File: src/rtl/systolic_tile_controller_if.sv
// Handshake and control bundle between the systolic tile controller and its buffers/PE grid.
// The abort/aborted pair exists only when SYSTOLIC_CTRL_ABORT_EN is defined.
interface systolic_tile_controller_if #(
  parameter int unsigned ROW_W  = 3,
  parameter int unsigned TILE_W = 4
) ();
  logic              start;
  logic [TILE_W-1:0] num_tiles;
  logic              ready;
  logic              busy;
  logic              done;
  logic              a_valid;
  logic              a_ready;
  logic              b_valid;
  logic              b_ready;
  logic              input_write;
  logic [ROW_W-1:0]  row_ptr;
  logic              acc_clear;
  logic              enable;
  logic              output_write;
  logic              c_valid;
  logic              c_ready;
  logic [ROW_W-1:0]  c_row_ptr;
  logic              c_last;
`ifdef SYSTOLIC_CTRL_ABORT_EN
  logic              abort;
  logic              aborted;

  modport master (
    input  start, num_tiles, a_valid, b_valid, c_ready, abort,
    output ready, busy, done, a_ready, b_ready, input_write, row_ptr,
           acc_clear, enable, output_write, c_valid, c_row_ptr, c_last, aborted
  );
  modport slave (
    output start, num_tiles, a_valid, b_valid, c_ready, abort,
    input  ready, busy, done, a_ready, b_ready, input_write, row_ptr,
           acc_clear, enable, output_write, c_valid, c_row_ptr, c_last, aborted
  );
`else
  modport master (
    input  start, num_tiles, a_valid, b_valid, c_ready,
    output ready, busy, done, a_ready, b_ready, input_write, row_ptr,
           acc_clear, enable, output_write, c_valid, c_row_ptr, c_last
  );
  modport slave (
    output start, num_tiles, a_valid, b_valid, c_ready,
    input  ready, busy, done, a_ready, b_ready, input_write, row_ptr,
           acc_clear, enable, output_write, c_valid, c_row_ptr, c_last
  );
`endif
endinterface

File: src/rtl/systolic_tile_controller.sv
// Sequencer for an N x N output-stationary systolic array: load, compute per K-tile, drain, stream out.
// Optional job cancellation is compiled in with SYSTOLIC_CTRL_ABORT_EN.
module systolic_tile_controller #(
  parameter int unsigned N      = 8,
  parameter int unsigned ROW_W  = $clog2(N),
  parameter int unsigned TILE_W = 4
) (
  input logic                        clk,
  input logic                        rst,
  systolic_tile_controller_if.master bus_if
);
  localparam int unsigned        DRAIN_W    = $clog2(2 * N);
  localparam logic [ROW_W-1:0]   ROW_LAST   = ROW_W'(N - 1);
  localparam logic [DRAIN_W-1:0] DRAIN_LAST = DRAIN_W'(2 * N - 2);

  typedef enum logic [2:0] {
    S_IDLE, S_LOAD, S_COMPUTE, S_DRAIN, S_OUTPUT, S_DONE
  } state_e;

  state_e             state_q;
  logic [ROW_W-1:0]   row_cnt_q;
  logic [ROW_W-1:0]   cmp_cnt_q;
  logic [ROW_W-1:0]   out_cnt_q;
  logic [DRAIN_W-1:0] drain_cnt_q;
  logic [TILE_W-1:0]  tile_cnt_q;
  logic [TILE_W-1:0]  tiles_q;
  logic               abort_hit;
  logic               row_accept;

`ifdef SYSTOLIC_CTRL_ABORT_EN
  assign abort_hit      = bus_if.abort && (state_q != S_IDLE);
  assign bus_if.aborted = abort_hit;
`else
  assign abort_hit = 1'b0;
`endif

  assign row_accept = (state_q == S_LOAD) && bus_if.a_valid && bus_if.b_valid;

  // State and counters; an abort wins over normal sequencing in any busy state.
  always_ff @(posedge clk or posedge rst) begin
    if (rst) begin
      state_q     <= S_IDLE;
      row_cnt_q   <= '0;
      cmp_cnt_q   <= '0;
      out_cnt_q   <= '0;
      drain_cnt_q <= '0;
      tile_cnt_q  <= '0;
      tiles_q     <= '0;
    end else if (abort_hit) begin
      state_q     <= S_IDLE;
      row_cnt_q   <= '0;
      cmp_cnt_q   <= '0;
      out_cnt_q   <= '0;
      drain_cnt_q <= '0;
      tile_cnt_q  <= '0;
      tiles_q     <= '0;
    end else begin
      case (state_q)
        S_IDLE: begin
          if (bus_if.start) begin
            state_q    <= S_LOAD;
            tiles_q    <= (bus_if.num_tiles == '0) ? TILE_W'(1) : bus_if.num_tiles;
            row_cnt_q  <= '0;
            tile_cnt_q <= '0;
          end
        end
        S_LOAD: begin
          if (row_accept) begin
            if (row_cnt_q == ROW_LAST) begin
              row_cnt_q <= '0;
              state_q   <= S_COMPUTE;
            end else begin
              row_cnt_q <= row_cnt_q + ROW_W'(1);
            end
          end
        end
        S_COMPUTE: begin
          if (cmp_cnt_q == ROW_LAST) begin
            cmp_cnt_q <= '0;
            if (tile_cnt_q < (tiles_q - TILE_W'(1))) begin
              tile_cnt_q <= tile_cnt_q + TILE_W'(1);
              state_q    <= S_LOAD;
            end else begin
              state_q <= S_DRAIN;
            end
          end else begin
            cmp_cnt_q <= cmp_cnt_q + ROW_W'(1);
          end
        end
        S_DRAIN: begin
          if (drain_cnt_q == DRAIN_LAST) begin
            drain_cnt_q <= '0;
            state_q     <= S_OUTPUT;
          end else begin
            drain_cnt_q <= drain_cnt_q + DRAIN_W'(1);
          end
        end
        S_OUTPUT: begin
          if (bus_if.c_ready) begin
            if (out_cnt_q == ROW_LAST) begin
              out_cnt_q <= '0;
              state_q   <= S_DONE;
            end else begin
              out_cnt_q <= out_cnt_q + ROW_W'(1);
            end
          end
        end
        S_DONE: begin
          state_q     <= S_IDLE;
          row_cnt_q   <= '0;
          cmp_cnt_q   <= '0;
          out_cnt_q   <= '0;
          drain_cnt_q <= '0;
          tile_cnt_q  <= '0;
          tiles_q     <= '0;
        end
        default: state_q <= S_IDLE;
      endcase
    end
  end

  // Outputs decoded from the registered state and counters.
  assign bus_if.ready        = (state_q == S_IDLE);
  assign bus_if.busy         = (state_q != S_IDLE);
  assign bus_if.done         = (state_q == S_DONE) && !abort_hit;
  assign bus_if.a_ready      = (state_q == S_LOAD) && !abort_hit;
  assign bus_if.b_ready      = (state_q == S_LOAD) && !abort_hit;
  assign bus_if.input_write  = row_accept && !abort_hit;
  assign bus_if.row_ptr      = row_cnt_q;
  assign bus_if.acc_clear    = (state_q == S_IDLE) && bus_if.start && !rst;
  assign bus_if.enable       = ((state_q == S_COMPUTE) || (state_q == S_DRAIN)) && !abort_hit;
  assign bus_if.output_write = (state_q == S_DRAIN) && !abort_hit;
  assign bus_if.c_valid      = (state_q == S_OUTPUT) && !abort_hit;
  assign bus_if.c_row_ptr    = out_cnt_q;
  assign bus_if.c_last       = (state_q == S_OUTPUT) && !abort_hit && (out_cnt_q == ROW_LAST);
endmodule

File: src/flat_wrapper.sv
// flat-port wrapper written by rule: the top's interface ports become plain ports
module systolic_tile_controller_flat 
#(
  parameter int unsigned N      = 8,
  parameter int unsigned ROW_W  = $clog2(N),
  parameter int unsigned TILE_W = 4
)
  (clk, rst, bus_if_start, bus_if_num_tiles, bus_if_a_valid, bus_if_b_valid, bus_if_c_ready, bus_if_ready, bus_if_busy, bus_if_done, bus_if_a_ready, bus_if_b_ready, bus_if_input_write, bus_if_row_ptr, bus_if_acc_clear, bus_if_enable, bus_if_output_write, bus_if_c_valid, bus_if_c_row_ptr, bus_if_c_last);
  systolic_tile_controller_if #(.ROW_W(ROW_W), .TILE_W(TILE_W)) bus_if_i ();
  input logic clk;
  input logic rst;
  input wire logic [$bits(bus_if_i.start)-1:0] bus_if_start;
  input wire logic [$bits(bus_if_i.num_tiles)-1:0] bus_if_num_tiles;
  input wire logic [$bits(bus_if_i.a_valid)-1:0] bus_if_a_valid;
  input wire logic [$bits(bus_if_i.b_valid)-1:0] bus_if_b_valid;
  input wire logic [$bits(bus_if_i.c_ready)-1:0] bus_if_c_ready;
  output wire logic [$bits(bus_if_i.ready)-1:0] bus_if_ready;
  output wire logic [$bits(bus_if_i.busy)-1:0] bus_if_busy;
  output wire logic [$bits(bus_if_i.done)-1:0] bus_if_done;
  output wire logic [$bits(bus_if_i.a_ready)-1:0] bus_if_a_ready;
  output wire logic [$bits(bus_if_i.b_ready)-1:0] bus_if_b_ready;
  output wire logic [$bits(bus_if_i.input_write)-1:0] bus_if_input_write;
  output wire logic [$bits(bus_if_i.row_ptr)-1:0] bus_if_row_ptr;
  output wire logic [$bits(bus_if_i.acc_clear)-1:0] bus_if_acc_clear;
  output wire logic [$bits(bus_if_i.enable)-1:0] bus_if_enable;
  output wire logic [$bits(bus_if_i.output_write)-1:0] bus_if_output_write;
  output wire logic [$bits(bus_if_i.c_valid)-1:0] bus_if_c_valid;
  output wire logic [$bits(bus_if_i.c_row_ptr)-1:0] bus_if_c_row_ptr;
  output wire logic [$bits(bus_if_i.c_last)-1:0] bus_if_c_last;
  assign bus_if_i.start = bus_if_start;
  assign bus_if_i.num_tiles = bus_if_num_tiles;
  assign bus_if_i.a_valid = bus_if_a_valid;
  assign bus_if_i.b_valid = bus_if_b_valid;
  assign bus_if_i.c_ready = bus_if_c_ready;
  assign bus_if_ready = bus_if_i.ready;
  assign bus_if_busy = bus_if_i.busy;
  assign bus_if_done = bus_if_i.done;
  assign bus_if_a_ready = bus_if_i.a_ready;
  assign bus_if_b_ready = bus_if_i.b_ready;
  assign bus_if_input_write = bus_if_i.input_write;
  assign bus_if_row_ptr = bus_if_i.row_ptr;
  assign bus_if_acc_clear = bus_if_i.acc_clear;
  assign bus_if_enable = bus_if_i.enable;
  assign bus_if_output_write = bus_if_i.output_write;
  assign bus_if_c_valid = bus_if_i.c_valid;
  assign bus_if_c_row_ptr = bus_if_i.c_row_ptr;
  assign bus_if_c_last = bus_if_i.c_last;
  systolic_tile_controller #(.N(N), .ROW_W(ROW_W), .TILE_W(TILE_W)) u_core (.clk(clk), .rst(rst), .bus_if(bus_if_i));
endmodule
File: config.mk
export PLATFORM = sky130hd
export DESIGN_NAME = systolic_tile_controller_flat
export DESIGN_NICKNAME = d
export VERILOG_FILES = /design/src/rtl/systolic_tile_controller_if.sv /design/src/rtl/systolic_tile_controller.sv /design/src/flat_wrapper.sv
export SDC_FILE = /design/constraint.sdc
export NUM_CORES = 1
export LEC_CHECK = 0
export CAP_MARGIN = 20
export CELL_PAD_IN_SITES_DETAIL_PLACEMENT = 0
export CELL_PAD_IN_SITES_GLOBAL_PLACEMENT = 1
export CORE_UTILIZATION = 39
export DETAILED_ROUTE_END_ITERATION = 10
export GPL_TIMING_DRIVEN = 1
export PLACE_DENSITY_LB_ADDON = 0.1
export SLEW_MARGIN = 20
export SYNTH_ARGS = -nofsm -noshare
export SYNTH_HDL_FRONTEND = slang
export SYNTH_SLANG_ARGS = --single-unit
File: constraint.sdc
create_clock -name clk -period 2.75 [get_ports clk]
set_input_delay 0.275 -clock clk [delete_from_list [all_inputs] [get_ports clk]]
set_output_delay 0.275 -clock clk [all_outputs]
set_load 0.01 [all_outputs]
* Word-level counts from Yosys, hierarchy flattened
Index checks and enable logic that the tools add are counted.
** Word-level totals
- Input port bits :: 10
- Logic and storage cells :: 79
- Bits in registers :: 24
- Output and inout port bits :: 17
** Operators by class
- Reductions and logical operators :: 21
- Equal/unequal tests :: 17
- $lt $le $gt $ge :: 1
- Multiplexer cells :: 27
- Add/sub/neg operators :: 6
** Operators with widths (count)
- two-way mux 3 bit :: 13
- two-way mux 4 bit :: 6
- one-hot mux 4 bit (2 select lines) :: 2
- equality test 3 bit (second input constant) :: 5
- one-hot mux 3 bit (5 select lines) :: 1
- inequality test 2 x 1 -> 1 bit (second input constant) :: 6
- one-hot mux 3 bit (2 select lines) :: 2
- one-hot mux 4 bit (3 select lines) :: 1
- adder 3 x 1 -> 3 bit (second input constant) :: 3
- one-hot mux 3 bit (3 select lines) :: 1
- nonzero test 3 bit :: 3
- adder 4 x 1 -> 4 bit (second input constant) :: 2
- nonzero test 2 bit :: 4
- AND reduction 7 bit :: 1
- equality test 3 x 2 -> 1 bit (second input constant) :: 2
- logical AND 1 bit :: 5
- equality test 4 bit (second input constant) :: 1
- zero test 4 bit :: 1
- less-than comparator 4 bit :: 1
- inequality test 2 bit (second input constant) :: 2
- AND reduction 2 bit :: 2
- AND reduction 4 bit :: 1
- subtractor 4 x 1 -> 4 bit (second input constant) :: 1
- equality test 3 x 1 -> 1 bit (second input constant) :: 1
- 5 further kinds :: 5

* Depth between registers and ports, before layout
Gate-level depths: netlist (run 1).
- Word-level depth :: 5
- Gate-level depth with buffers :: 8
- Depth with buffers taken out :: 8

* Least setup slack after synthesis (run 1)
OpenSTA, ideal clock, no wires.
- Kind :: flip-flop to flip-flop
- From :: register u_core.tiles_q[0]
- To :: register u_core.tile_cnt_q[1]
- Library setup time :: 0.079 ns
- Stages on the path, launching flop included :: 8
- Data arrival time :: 1.938 ns
- Period minus slack after synthesis :: 2.018 ns
- Setup slack :: 0.732 ns
- Buffers on the path :: 0
- Data required time :: 2.671 ns
- Cells stage by stage :: dfrtp_1 > nor3_1 > xnor2_1 > ha_1 > o2111ai_1 > nand3_1 > nor4_1 > mux2i_1
** On the way
- Word-level cells in the longest chain between the ends :: 4
** Ends and longest elaborated chain
- start: declaration :: line systolic_tile_controller.sv:26 : logic [TILE_W-1:0] tiles_q;
- start signal: assignment :: line systolic_tile_controller.sv:62 : tiles_q <= (bus_if.num_tiles == '0) ? TILE_W'(1) : bus_if.num_tiles;
- subtractor 4 x 1 -> 4 bit :: line systolic_tile_controller.sv:80 : if (tile_cnt_q < (tiles_q - TILE_W'(1))) begin
- less-than comparator 4 bit :: line systolic_tile_controller.sv:80
- inequality test 2 x 1 -> 1 bit (no source line)
- AND reduction 4 bit (no source line)
- end signal: assignment :: line systolic_tile_controller.sv:81 : tile_cnt_q <= tile_cnt_q + TILE_W'(1);
- end: declaration :: line systolic_tile_controller.sv:25 : logic [TILE_W-1:0] tile_cnt_q;
Every way passes these cells.
A chain may end at the register's enable or synchronous reset.

* Final worst setup path (run 1)
- From :: register u_core.tiles_q[0]
- To :: register u_core.tile_cnt_q[0]
The elaborated chain is that of the path after synthesis.

==> impl_results.md, run 1 <==
* Critical R2R Launch: u_core.tiles_q[0]
* Total global routing track utilization at 17.9%
* Clk buf depth at 2
* Initial DRC Count at 52
* Outcome: finished, final reports clean
* Arr. time, crit path at 2.47 ns
* Setup slack at placement at 0.410 ns
* Post-synth top area share at 40.0%
* Setup Total Neg Slack at 0 ns
* Final hold violations at 0
* RSZ-0062 raised after global routing: no
* Ant diodes at 0
* Final Critical Period at 2.34 ns
* WL met3 at 61 um
* First-pass GRT wire length at 5730 um
* P_leak at 0.830 nW
* Slew at the pin closest to its max-slew limit at 0.668 ns
* PostCTS Resize Cnt at 0
* Number of core rows at 22
* Post-DP HPWL at 2450 um
* H-Tree Level Count at 1
* Netlist area before placement at 1500 sq um
* Post-CTS Setup Bufs at 0
* Starting Density at 40.7%
* Ys Warns at 0
* Vias in the first global route at 1267
* Clk sinks at 24
* Area leader, netlist: dfrtp_1
* Critical path peak fanout at 5
* Clock root cell: clkbuf_8
* Layout cells sized above 1 at 4.76%
* Top routing layer in use: met4
* Placer Congestion at 0.789
* Multi-input gate area in the final layout at 828 sq um
* Fraction of registers with async set/reset at 100%
* Clk_lat worst skew at 0.26 ns
* Final antenna-violating net count at 0
* Num CTS Buffers at 3
* Worst R2R End: u_core.tile_cnt_q[0]
* Remaining DRCs at 0
* Setup CP Type: reg2reg
* Die W at 64.0 um
* Full die area at 4100 sq um
* Core ar. at 3690 sq um
* Clock transition at path regs at 0.08 ns
* Remaining Overflow, GRT at 0
* Max_cap viols at 0
* Max-slew violations at 0
* I/O pin cnt at 27
* Yosys reg bits at 24
* CP startpoint kind: flop
* DR WL met2 at 1560 um
* Register area at 601 sq um
* Relative slew slack at 55.1%
* Routed WL per cell at 13.6 um
* M1 WL at 1550 um
* Fin cells at 237
* Setup Viol. Count Final at 0
* Clock skew at 0.00243 ns
* Syn_area_per_cell at 9.10 sq um
* Syn-to-layout area delta at 22.8%
* Inst Count DP at 234
* Pin count of the biggest net entering global routing at 25
* Top_reg_cell synth: dfrtp_1
* HP Class: in2async
* Number of port buffers at 26
* Via count at 1252
* WP data required at 2.87 ns
* Cell breakdown of the critical path: nor3_1, xnor2_1, ha_1, o2111ai_1, nand3_1, nor4_1, o22ai_1
* EDFF count, synth at 0
* Cells after Synth at 165
* Final core utilization at 50.0%
* Worst VDD drop at 302 uV
* Fmax at 427 MHz
* R2R Setup Slk at 0.41 ns
* Die Ht at 64.0 um
* R2R cell count at 7
* Total Nets Final at 214
* Post-CTS Hold Buffers at 0
* Synth unique cells at 36
* Worst setup margin at 0.409 ns
* Fillers at 370
* Final cycle utilization of the critical path at 85.1%
* Cell area power density at 772 nW/um^2
* Critical path endpoint category: flop
* Critical Path Slowest Stage Cell: nor4_1
* CP max stage delay at 0.53 ns
* Main area contributors after synthesis: dfrtp_1, ha_1, nand2_1
* DR vias/cell at 5.28
* CTS tree: built
* DRT Pass-1 Iters at 4
* Detailed Route WL at 3220 um
* Seq/Total Area, Yosys at 40.0%
* Syn nets at 188
* Initial antenna violation count at 0
-- flip-flops by register name, summed over array words and instances (netlist names) --
name                     cells
u_core.bus_if.c_row_ptr      3
u_core.bus_if.row_ptr        3
u_core.cmp_cnt_q             3
u_core.drain_cnt_q           4
u_core.state_q               3
u_core.tile_cnt_q            4
u_core.tiles_q               4
-- critical path: cells and delay by family, from the launching register on --
family          cells  cell delay (ns)
xor+xnor            1             0.11
compound gates      2             0.38
fa+ha+maj           1             0.38
flops               1             0.40
simple gates        3             0.93
-- layout make-up --
cell class | instances | area share [%]
clock buffers | 3 | 2.24
inverters | 8 | 1.63
multi-input cells | 125 | 44.9
flip-flops and latches | 24 | 32.6
well taps | 48 | 3.26
repair buffers | 29 | 15.3
-- layout by cell type, fill, tap and decap left out, types with 6 or more instances in the layout --
cell / Yosys / layout
clkdlybuf4s50_1: 0 / 26
nand2_1: 24 / 24
dfrtp_1: 24 / 24
ha_1: 13 / 13
o21ai_0: 10 / 10
nor2_1: 9 / 9
inv_1: 8 / 8
a21oi_1: 7 / 7
nand3_1: 6 / 6
nor2b_1: 6 / 6
-- power by group --
part,internal [mW],switching (mW),total (mW)
clock,0.0979,0.109,0.207
sequential,0.439,0.0988,0.538
combinational,0.341,0.337,0.678
-- Yosys cell counts (2+ instances only) --
cell	instances
and2_1	2
nor2_1	9
clkbuf_1	2
a21oi_1	7
a31oi_1	5
o31ai_1	5
o21ai_0	10
nand3_1	6
xnor2_1	3
nor2b_1	6
buf_4	2
mux2i_1	2
ha_1	13
o22ai_1	4
a22o_1	5
dfrtp_1	24
nor3_1	5
a21o_1	4
nand2_1	24
inv_1	8
buf_2	4
-- metrics by stage --
stage | total power [mW] | instance area (sq um) | hold slack (ns)
after floorplan | 0.981 | 1500 | 0.295
after global placement | 1.20 | 1800 | 0.485
after detailed placement | 1.23 | 1800 | 0.485
after CTS | 1.44 | 1840 | 0.403
after global routing | 1.55 | 1840 | 0.425
final | 1.42 | 1840 | 0.387
-- layer usage --
layer / up-vias / global-route usage (%)
li1: 642 / -
met1: 593 / 23.3
met2: 13 / 30.1
met3: 4 / 2.14
met4: 0 / 6.82
met5: - / 0
-- how the worst max path moves through the flow --
stage | start | to | cells past startpoint | slack [ns]
floorplan | u_core.tiles_q[0] | u_core.tile_cnt_q[1] | 7 | 0.73
global placement | u_core.tiles_q[0] | u_core.tile_cnt_q[3] | 7 | 0.57
detailed placement | u_core.tiles_q[0] | u_core.tile_cnt_q[3] | 7 | 0.41
CTS | u_core.tiles_q[0] | u_core.tile_cnt_q[3] | 7 | 0.40
global route | u_core.tiles_q[0] | u_core.tile_cnt_q[2] | 7 | 0.09
finish | u_core.tiles_q[0] | u_core.tile_cnt_q[0] | 7 | 0.41
-- kinds of logic (layout without fill, tap and decap cells) --
kind of cell / after synthesis / count (layout) / share of synthesized area (%)
AND/OR/NAND/NOR: 61 / 61 / 19.7
flip-flops: 24 / 24 / 40.0
multiplexers: 3 / 3 / 2.08
XOR/XNOR: 3 / 3 / 1.75
buffers and inverters: 16 / 40 / 4.83
adder cells (fa/ha/maj): 13 / 13 / 10.8
AO/OA/AOI/OAI: 45 / 45 / 20.8
(Power assumes the default switching activity.)
==> inputs of run 2 (changes only) <==
CTS_CLUSTER_SIZE = 12   (was unset)
PLACE_DENSITY = 0.82   (was unset)
PLACE_DENSITY_LB_ADDON = unset   (was 0.1)
==> run 2 against run 1 <==
- highest routed layer unchanged
- sequential power fell by 1%
- critical path type unchanged
- largest power group unchanged
- global-route usage is 0.065 points lower
- combinational power increased by 0.6%
==> impl_results.md, run 2 (synthesis results as in run 1) <==
* Relative slew slack at 51.7% (-3.3 points)
* R2R Setup Slk at 0.36 ns (-0.05 ns)
* Remaining DRCs at 0 (unchanged)
* Post-CTS Setup Bufs at 0 (unchanged)
* Setup Viol. Count Final at 0 (unchanged)
* First-pass GRT wire length at 5810 um (+1.4%)
* Largest regs: u_core.drain_cnt_q x4, u_core.tile_cnt_q x4, u_core.tiles_q x4
* Logic pwr share at 44.6% (-3.0 points)
* CP startpoint kind: flop
* Worst VDD drop at 499 uV (+65%)
* Fillers at 357 (-3.5%)
* Clk_lat worst skew at 0.27 ns (about the same)
* Remaining Overflow, GRT at 0 (unchanged)
* Clock skew at 0.00868 ns (+0.00625 ns)
* Final hold violations at 0 (unchanged)
* Max_cap viols at 0 (unchanged)
* Initial antenna violation count at 0 (unchanged)
* Power, Total at 1.53 mW (+7.4%)
* P_leak at 0.849 nW (+2.4%)
* Final core utilization at 51.0% (+1.0 points)
* HP Class: in2async
* Register area at 601 sq um (unchanged)
* Net Switching at 552 uW (+1.5%)
* RSZ-0062 raised after global routing: no
* DRT Pass-1 Iters at 4 (unchanged)
* Detailed Route WL at 3210 um (-0.22%)
* Global route hottest layer: met2
* Setup Total Neg Slack at 0 ns (unchanged)
* Setup CP Type: reg2reg
* Finished Cell Area at 1880 sq um (+2.0%)
* Full die area at 4100 sq um (unchanged)
* WP data required at 2.87 ns (about the same)
* Final cycle utilization of the critical path at 86.8% (+1.7 points)
* Clk network pwr share at 20.6% (+6.1 points)
* P_int at 976 uW (+11%)
* Vias in the first global route at 1287 (+1.6%)
* Die W at 64.0 um (unchanged)
* Placer Congestion at 0.789 (about the same)
* Layout cells sized above 1 at 5.76% (+1.0 points)
* Final Critical Period at 2.39 ns (+0.0456 ns)
* Critical path endpoint category: flop
* Num CTS Buffers at 3 (unchanged)
* Core ar. at 3690 sq um (unchanged)
* H-Tree Level Count at 1 (unchanged)
* CTS tree: built
* Initial DRC Count at 57 (+9.6%)
* Clock transition at path regs at 0.09 ns (about the same)
* Clk sinks at 24 (unchanged)
* Number of port buffers at 26 (unchanged)
* Slew at the pin closest to its max-slew limit at 0.717 ns (+0.0492 ns)
* PostCTS Resize Cnt at 0 (unchanged)
* Total Nets Final at 215 (+0.47%)
* Met2 Use GR at 29.4% (-0.66 points)
* Max-slew violations at 0 (unchanged)
* Pin count of the biggest net entering global routing at 25 (unchanged)
* Ant diodes at 0 (unchanged)
* Post-DP HPWL at 2420 um (-1.2%)
* Worst setup margin at 0.364 ns (-0.0456 ns)
* Commonest non-fill, non-tap cells in the layout: clkdlybuf4s50_1, nand2_1, dfrtp_1
* Arr. time, crit path at 2.50 ns (+0.03 ns)
* Syn-to-layout area delta at 25.2%
* Cell area power density at 813 nW/um^2 (+5.3%)
* Setup slack at placement at 0.406 ns (-0.00362 ns)
* Fmax at 419 MHz (-1.9%)
* Clk buf depth at 2 (unchanged)
* Switching Share at 36.1% (-2.1 points)
* Most common cell after layout, fill and taps aside: clkdlybuf4s50_1
* Met3 Resource Use GR at 3.04% (+0.89 points)
* I/O pin cnt at 27 (unchanged)
* Multi-input gate area in the final layout at 828 sq um (unchanged)
* Final antenna-violating net count at 0 (unchanged)
* Critical path peak fanout at 5 (unchanged)
* Flop pwr share at 34.7% (-3.1 points)
* Post-CTS Hold Buffers at 0 (unchanged)
* Outcome: finished, final reports clean
* DP Area at 1810 sq um (+0.42%)
* Routed WL per cell at 13.4 um (-1.1%)
* DR vias/cell at 5.40 (+2.3%)
* Starting Density at 40.7% (unchanged)
* Met1 Track Usage GR at 24.1% (+0.79 points)
* Total global routing track utilization at 17.8% (-0.065 points)
* Number of core rows at 22 (unchanged)
* Clock root cell: clkbuf_8
* Via count at 1291 (+3.1%)
* Die Ht at 64.0 um (unchanged)
## run 2: cell count changes in the layout (fill, tap and decap cells not counted)
cell	before	now
buf_4	3	4
bufinv_16	0	1
## run 2: worst max-delay path, stage by stage (launching register included)
cell	delay (ns)
dfrtp_1	0.40
nor3_1	0.24
xnor2_1	0.10
ha_1	0.38
o2111ai_1	0.18
nand3_1	0.15
nor4_1	0.57
o21ai_0	0.21
## run 2: power by group through the flow
stage / sequential (mW) / combinational, mW / clock, mW
6_report: 0.531 / 0.682 / 0.315
5_1_grt: 0.548 / 0.781 / 0.339
4_1_cts: 0.532 / 0.694 / 0.319
3_5_place_dp: 0.539 / 0.688 / 0
3_3_place_gp: 0.532 / 0.666 / 0
2_1_floorplan: 0.523 / 0.458 / 0
## run 2: final cells by class
class                      instances  area share, %
sequential                        24           31.9
clock inverter                     1           1.60
inverter                           8           1.60
clock buffer                       3           2.20
tap                               48           3.19
multi-input combinational        125           44.0
timing repair buffer              30           15.4
## run 2: path summary, 6_finish.rpt
kind / end / cells past startpoint / startpoint
worst max-delay path: u_core.tile_cnt_q[3] / 7 / u_core.tiles_q[0]
worst min-delay path: u_core.cmp_cnt_q[2] / 3 / rst
worst max register to register: u_core.tile_cnt_q[3] / 7 / u_core.tiles_q[0]
worst min register to register: u_core.cmp_cnt_q[0] / 1 / u_core.cmp_cnt_q[0]
max in group asynchronous: u_core.tiles_q[1] / 3 / rst
min in group clk: u_core.cmp_cnt_q[0] / 1 / u_core.cmp_cnt_q[0]
## run 2: per-layer routing
metal,up-vias,part of all wire (%),wire length [um]
li1,648,-,-
met5,-,0,0
met1,611,50,1600
met3,4,3.6,114
met2,28,46,1470
met4,0,0.81,26
## run 2: stage by stage
step                      hold WS [ns]  instances
after floorplan                  0.295        165
after global placement           0.484        235
after detailed placement         0.496        235
after CTS                        0.385        239
after global routing             0.396        239
final                            0.365        239
